File: src/rtl/lsu_mem_master.sv
// RV32I load/store initiator for a word-wide data RAM with combinational read data.
// Byte/halfword loads are lane-extracted and extended; sub-word stores use read-modify-write.
module lsu_mem_master #(
    parameter int address_width = 1024,
    parameter int data_width    = 32
) (
    input  logic                             CLK,
    input  logic                             RST_N,
    input  logic                             req_valid,
    output logic                             req_ready,
    input  logic                             req_we,
    input  logic [2:0]                       req_funct3,
    input  logic [31:0]                      req_addr,
    input  logic [31:0]                      req_wdata,
    output logic                             resp_valid,
    output logic [31:0]                      resp_rdata,
    output logic                             resp_err,
    output logic [$clog2(address_width)-1:0] mem_address,
    output logic [data_width-1:0]            mem_write_data,
    output logic                             mem_MemWrite,
    input  logic [data_width-1:0]            mem_read_data
);

    localparam int AW = $clog2(address_width);

    typedef enum logic [2:0] {
        IDLE  = 3'd0,
        LOAD  = 3'd1,
        MERGE = 3'd2,
        WRITE = 3'd3,
        RESP  = 3'd4
    } state_t;

    state_t                state;
    state_t                state_next;
    logic [2:0]            lat_funct3;
    logic [AW+1:0]         lat_addr;
    logic [15:0]           lat_wdata;
    logic [data_width-1:0] merged;
    logic                  accept;
    logic                  req_bad;
    logic                  req_is_sw;
    logic [4:0]            lane_shift;
    logic [data_width-1:0] lane_word;
    logic [data_width-1:0] load_data;
    logic [data_width-1:0] lane_mask;
    logic [data_width-1:0] merge_data;
    logic                  unused_addr_bits;

    // Handshake: a request transfers on a rising edge with req_valid & req_ready;
    // req_ready is high only in IDLE, and each accepted request yields exactly one
    // single-cycle resp_valid pulse. There is never more than one request in flight.
    assign accept    = req_valid && req_ready;
    assign req_ready = (state == IDLE);
    assign req_is_sw = req_we && (req_funct3 == 3'b010);

    assign unused_addr_bits = ^req_addr[31:AW+2];

    always_comb begin
        req_bad = 1'b1;
        if (req_we) begin
            case (req_funct3)
                3'b000:  req_bad = 1'b0;
                3'b001:  req_bad = req_addr[0];
                3'b010:  req_bad = |req_addr[1:0];
                default: req_bad = 1'b1;
            endcase
        end else begin
            case (req_funct3)
                3'b000, 3'b100: req_bad = 1'b0;
                3'b001, 3'b101: req_bad = req_addr[0];
                3'b010:         req_bad = |req_addr[1:0];
                default:        req_bad = 1'b1;
            endcase
        end
    end

    always_comb begin
        state_next = state;
        case (state)
            IDLE: begin
                if (accept) begin
                    if (req_bad)       state_next = RESP;
                    else if (!req_we)  state_next = LOAD;
                    else if (req_is_sw) state_next = WRITE;
                    else               state_next = MERGE;
                end
            end
            LOAD:    state_next = RESP;
            MERGE:   state_next = WRITE;
            WRITE:   state_next = RESP;
            RESP:    state_next = IDLE;
            default: state_next = IDLE;
        endcase
    end

    // Lane position in bits; for halfwords lat_addr[0] is already known to be 0.
    assign lane_shift = {lat_addr[1:0], 3'b000};

    always_comb begin
        lane_word = mem_read_data >> lane_shift;
        load_data = mem_read_data;
        case (lat_funct3)
            3'b000:  load_data = {{24{lane_word[7]}}, lane_word[7:0]};
            3'b001:  load_data = {{16{lane_word[15]}}, lane_word[15:0]};
            3'b100:  load_data = {24'h000000, lane_word[7:0]};
            3'b101:  load_data = {16'h0000, lane_word[15:0]};
            default: load_data = mem_read_data;
        endcase
    end

    always_comb begin
        lane_mask  = (lat_funct3 == 3'b000) ? data_width'(8'hFF) : data_width'(16'hFFFF);
        merge_data = (mem_read_data & ~(lane_mask << lane_shift))
                   | ((data_width'(lat_wdata) & lane_mask) << lane_shift);
    end

    always_ff @(posedge CLK or negedge RST_N) begin
        if (!RST_N) begin
            state      <= IDLE;
            lat_funct3 <= 3'b000;
            lat_addr   <= '0;
            lat_wdata  <= 16'h0000;
            merged     <= '0;
            resp_rdata <= 32'h0000_0000;
            resp_err   <= 1'b0;
        end else begin
            state <= state_next;
            if (accept) begin
                lat_funct3 <= req_funct3;
                lat_addr   <= req_addr[AW+1:0];
                lat_wdata  <= req_wdata[15:0];
                if (req_bad) begin
                    resp_rdata <= 32'h0000_0000;
                    resp_err   <= 1'b1;
                end else if (req_is_sw) begin
                    merged <= req_wdata;
                end
            end
            case (state)
                LOAD: begin
                    resp_rdata <= load_data;
                    resp_err   <= 1'b0;
                end
                MERGE: merged <= merge_data;
                WRITE: begin
                    resp_rdata <= 32'h0000_0000;
                    resp_err   <= 1'b0;
                end
                default: ;
            endcase
        end
    end

    assign resp_valid     = (state == RESP);
    assign mem_MemWrite   = (state == WRITE);
    assign mem_write_data = merged;
    assign mem_address    = lat_addr[AW+1:2];

endmodule

File: config.mk
export PLATFORM = sky130hd
export DESIGN_NAME = lsu_mem_master
export DESIGN_NICKNAME = d
export VERILOG_FILES = /design/src/rtl/lsu_mem_master.sv
export SDC_FILE = /design/constraint.sdc
export NUM_CORES = 1
export LEC_CHECK = 0
export CORE_UTILIZATION = 47
export CTS_CLUSTER_DIAMETER = 80
export DETAILED_ROUTE_END_ITERATION = 12
export PLACE_DENSITY = 0.86
export SLEW_MARGIN = 30
export SYNTH_ARGS = -nofsm -noshare
export SYNTH_HDL_FRONTEND = slang
export SYNTH_SLANG_ARGS = --single-unit
export TNS_END_PERCENT = 1
File: constraint.sdc
create_clock -name CLK -period 2.05 [get_ports CLK]
set_input_delay 0.41 -clock CLK [delete_from_list [all_inputs] [get_ports CLK]]
set_output_delay 0.41 -clock CLK [all_outputs]
set_load 0.01 [all_outputs]
## Word level (Yosys, flattened, before mapping)

Index checks and enable logic that the tools add are counted.
W data, S select, Z words.

- Multiplexer cells: 20
- Bitwise gates (word level): 4
- Shifts and indexed selects: 3
- Eq/ne operators: 13
- Reduce and logical (&&, ||, !) cells: 18

Operator list:

| operator | number |
|---|---|
| $mux W32 | 6 |
| $pmux W32 S4 | 1 |
| $pmux W32 S2 | 1 |
| $shl A16 B5 Y32 | 2 |
| $and A32 B32 Y32 | 1 |
| $not A32 Y32 | 1 |
| $or A32 B32 Y32 | 1 |
| $shr A32 B5 Y16 | 1 |
| $and A16 B16 Y16 | 1 |
| $mux W16 | 1 |
| $eq A3 B3 Y1 const B | 5 |
| $eq A3 B1 Y1 const B | 3 |
| $eq A3 B2 Y1 const B | 3 |
| $logic_not A3 Y1 | 3 |
| $pmux W3 S3 | 1 |
| $reduce_bool A2 Y1 | 4 |
| $reduce_or A2 Y1 | 4 |
| $mux W3 | 2 |
| $pmux W1 S3 | 2 |
| $reduce_bool A3 Y1 | 2 |
| $mux W1 | 5 |
| $ne A2 B1 Y1 const B | 2 |
| $reduce_and A2 Y1 | 2 |
| $reduce_and A3 Y1 | 1 |
| other kinds (2) | 3 |

- Output and inout bits: 78
- Flip-flop bits (word level): 99
- Input port bits: 103

## Logic depth before layout (Yosys ltp)

- Depth in word-level cells: 7
- Gate-level depth with buffers: 7
- Depth with buffers taken out: 4

## Least setup slack after synthesis

No wires, ideal clock.

- Kind: input to register
- Start point: input port req_funct3[2]
- End point: register merged[10] (netlist: mem_write_data[10])
- Cell stages on the path: 5
- Arrival: 1.842 ns
- Buffers on the path: 1
- Path slack: 0.083 ns
- Cells stage by stage: or4_1 -> nand2_1 -> a41o_1 -> buf_4 -> mux2_2

- Cells in the longest elaborated chain, start to end: 6
- Elaborated cells on any way between the ends: 14
- Those cells by class: eq/ne: 5; mux: 3; reduce/logical: 6

Ends and longest elaborated chain:

| what | RTL line | source |
|---|---|---|
| from (decl) | 12 | `input logic [2:0] req_funct3,` |
| $eq A3 B1 Y1, or another cell as far along | 62, 69 |  |
| $reduce_or A2 Y1 | 69 | `case (req_funct3)` |
| $pmux W1 S3 | 69 |  |
| $mux W1 | 61 | `if (req_we) begin` |
| $ne A2 B1 Y1 (no line) | - |  |
| $reduce_and A3 Y1 (no line) (*) | - |  |
| to (signal assigned) | 137 | `merged <= req_wdata;` |
| to (signal assigned) | 145 | `MERGE: merged <= merge_data;` |
| to (decl) | 39 | `logic [data_width-1:0] merged;` |

Every way passes the cells marked *; elsewhere a longest branch is shown, timed or not.
A chain may end at the register's enable or synchronous reset.

## Worst setup path in the final report

- Start point: register state[2]
- End point: register merged[9] (netlist: mem_write_data[9])

- Cells in the longest elaborated chain, start to end: 4
- Elaborated cells on any way between the ends: 8
- Those cells by class: eq/ne: 2; mux: 1; reduce/logical: 5

Ends and longest elaborated chain:

| what | RTL line | source |
|---|---|---|
| from (decl) | 34 | `state_t state;` |
| from (signal assigned) | 128 | `state <= state_next;` |
| $logic_not A3 Y1 | 54 | `assign req_ready = (state == IDLE);` |
| $logic_and A1 B1 Y1 | 53 | `assign accept = req_valid && req_ready;` |
| $reduce_bool A2 Y1 (no line) | - |  |
| $reduce_and A3 Y1 (no line) | - |  |

Several ways; a longest one is shown, not always the timed one.

==> impl_metrics.toml <==
[logic_synthesis]
seq_area_frac_synth_pct = 45.5
synth_area_sq_um = 5450
syn_nets = 601
synthCells = 498
synth-async-reset-ratio_pct = 100
syn_area_per_cell_sq_um = 10.9
synth_xor_area_share_pct = 0
synth-seq-cells = 99
synthMuxAreaShare_pct = 22.0
synthAdderAreaFrac_pct = 0
synth-main-ff-cell = "dfrtp_1"
yosys_warnings = 0
ys_types = 45
synth_top_family_by_area = "multiplexers"
synth_simple_gate_area_share_pct = 10.5
synth_edf_count = 0
synth-compound-area-share_pct = 16.6

[routing]
drt_wl_total_mm = 17.8
drt_first_pass_iters = 5
drt_iter0_markers = 416
vias = 4970
drc_errors = 0
via_per_inst = 6.11
wl_per_cell_microns = 21.9
drtAntennaViolNets = 0

[grt]
grt_pass1_vias = 4848
grt_max_degree = 54
grt_remaining_overflow = 0
antenna_found_initial = 1
grt_pass1_wl_mm = 26.0
grt_use_total_pct = 29.3

[worst_setup_path]
critPathArrivalTime_ns = 2.31
r2r_slack_ns = 0.04
cp.buffers_inverters = 2
r2r-start = "state[2]$_DFFE_PN0P_"
cpPeakStageDelay_ns = 0.46
crit_family = "compound AO/OA/AOI/OAI gates"
critPathCaptureType = "register"
crit_type = "register to register"
critPathRequiredTime_ns = 2.35
worstReg2RegEnd = "mem_write_data[9]$_DFFE_PN0P_"
cp_common_cell = "buf_12"
start_kind = "register"
crit_chain = "buf_12, or3b_1, buf_12, o311ai_0, mux2_2"
crit_slowest_cell = "o311ai_0"
crit_fanout = 53
r2r_cells = 5

[die]
start_util_pct = 49.2
ios = 181
core_area_sq_um = 11100
die_x_microns = 110
die_area_sq_um = 12000
die_h_microns = 110
core.rowCount = 38

[clocking]
clockBufferDepth = 2
path_clk_slew_ns = 0.07
cts_sinks = 99
clock_latency_ns = 0.35
cts_buffers = 9
h-tree-depth = 3
cts_root_buf = "clkbuf_16"
cts_tree = "done"

[timing]
fmax_mhz = 496
tightest_slew_ns = 0.457
maxSlewViolCount = 0
maxSlewHeadroom_pct = 69.5
final-setup-viol-count = 0
grt_setup_unrepaired = "no"
finalCritPeriodShare_pct = 98.3
finClkSkew_ns = 0.00730
hold_violations = 0
period_needed_ns = 2.01

[layout]
stdcell_count = 814
nets = 771
final_common_cell = "clkdlybuf4s50_1"
layout-drive-gt1-share_pct = 20.7
regArea_sq_um = 2480
fin_area_sq_um = 7820
multi_input_area_sq_um = 2730
post-route-util_pct = 70.6
fill_cells = 789
area_growth_syn_to_layout_pct = 43.6
final_cell_mix = "clkdlybuf4s50_1 (154), dfrtp_1 (96), nand2_1 (55)"

[worst_hold_path]
min_path_type = "input port to asynchronous set/reset pin"

[outcome]
status = "finished, final reports clean"

[flow_run]
cap_violations = 0

[placement]
placedCellCount = 789
placement.io_buffers = 160
dp_hpwl_mm = 12.6
dpl_cell_area_sq_um = 7360
place_congestion = 0.929

[power]
p_per_area_nw_per_um2 = 1520
ir_drop_v = 0.000871
power.leakage_nw = 3.33
p_total_mw = 11.9
## synthesized netlist by cell type (all sizes together) (2+ instances only)
master    n  share of area, %
a2bb2oi   7               1.1
a31oi     5              0.57
dfrtp    99                45
o2bb2ai   8               1.3
clkbuf   23               1.6
nand2b   19               2.2
or3b      2              0.32
nand2    56               3.9
nor2      5              0.39
inv       3              0.21
o211ai   15               2.1
nor2b     3              0.34
nor3      4              0.37
nand3    15               1.4
o221ai    7               1.1
mux2     72                15
mux2i    39               7.2
a21oi    10              0.92
o21ai    27               2.5
buf      31               3.5
nor3b     4              0.64
a221o     2              0.37
o311ai   14               2.3
a32o     16               2.9
## flip-flops by register name, summed over array words and instances, names as in the netlist
name            count
lat_funct3          3
resp_rdata         32
state               3
lat_wdata          16
mem_write_data     32
resp_err            1
lat_addr           12
## where the power goes
| part | switching (mW) | internal [mW] | total [mW] |
|---|---|---|---|
| Combinational | 3.11 | 3.43 | 6.54 |
| Clock | 0.767 | 0.993 | 1.76 |
| Sequential | 0.724 | 2.88 | 3.61 |
## stage by stage
stage               hold slack, ns  worst slack [ns]  TNS [ns]
floorplan                    0.114            0.0830         0
global placement             0.280            -0.345    -14.92
detailed placement           0.285            -0.373    -16.01
CTS                          0.446           -0.0208   -0.0208
global route                 0.467           0.00584         0
finish                       0.448            0.0350         0
## per-layer routing
layer	up-vias	GRT usage [%]	part of all wire [%]
met5	-	0	0
met4	0	15.0	5.3
met3	64	4.39	7.6
met2	286	45.2	46
met1	2426	40.1	41
li1	2194	-	-
## worst max path at each step
stage                     slack, ns                              to                 start  cells past startpoint
after floorplan                0.08  mem_write_data[10]$_DFFE_PN0P_         req_funct3[2]                      5
after global placement        -0.34  mem_write_data[10]$_DFFE_PN0P_         req_funct3[2]                      6
after detailed placement      -0.37  mem_write_data[10]$_DFFE_PN0P_         req_funct3[2]                      6
after CTS                     -0.02                    mem_MemWrite  state[0]$_DFFE_PN0P_                      3
after global routing          0.006  mem_write_data[18]$_DFFE_PN0P_           req_addr[1]                      6
final                          0.04   mem_write_data[9]$_DFFE_PN0P_  state[2]$_DFFE_PN0P_                      5
## layout make-up
type	instances	share of cell area, %
clock buffers	10	3.06
clock inverters	6	0.896
well taps	140	2.24
diodes	1	0.0320
repair buffers	213	27.1
flip-flops and latches	99	31.7
multi-input cells	342	34.8
inverters	3	0.144
## worst register-to-register path, stage by stage (launching register included)
cell and delay (ns):
dfrtp_2 0.45, buf_12 0.14, or3b_1 0.44, buf_12 0.21, o311ai_0 0.48, mux2_2 0.24
## cell families (layout without fill, tap and decap cells)
| logic type | count (synthesis) | in the layout |
|---|---|---|
| mux | 111 | 111 |
| other cells | 0 | 1 |
| buf+inv | 57 | 232 |
| flops | 99 | 99 |
| simple gates | 114 | 114 |
| compound gates | 117 | 117 |
## repair_timing
item	4_1_cts	5_1_grt
endpoints found under the hold margin	13	0
buffers inserted	0	4
gates cloned	0	3
setup endpoints to repair	20	33
pin swaps	2	1
resized for setup	4	12
hold buffers	1	0
No activity file was read; power rests on OpenSTA's default activity.
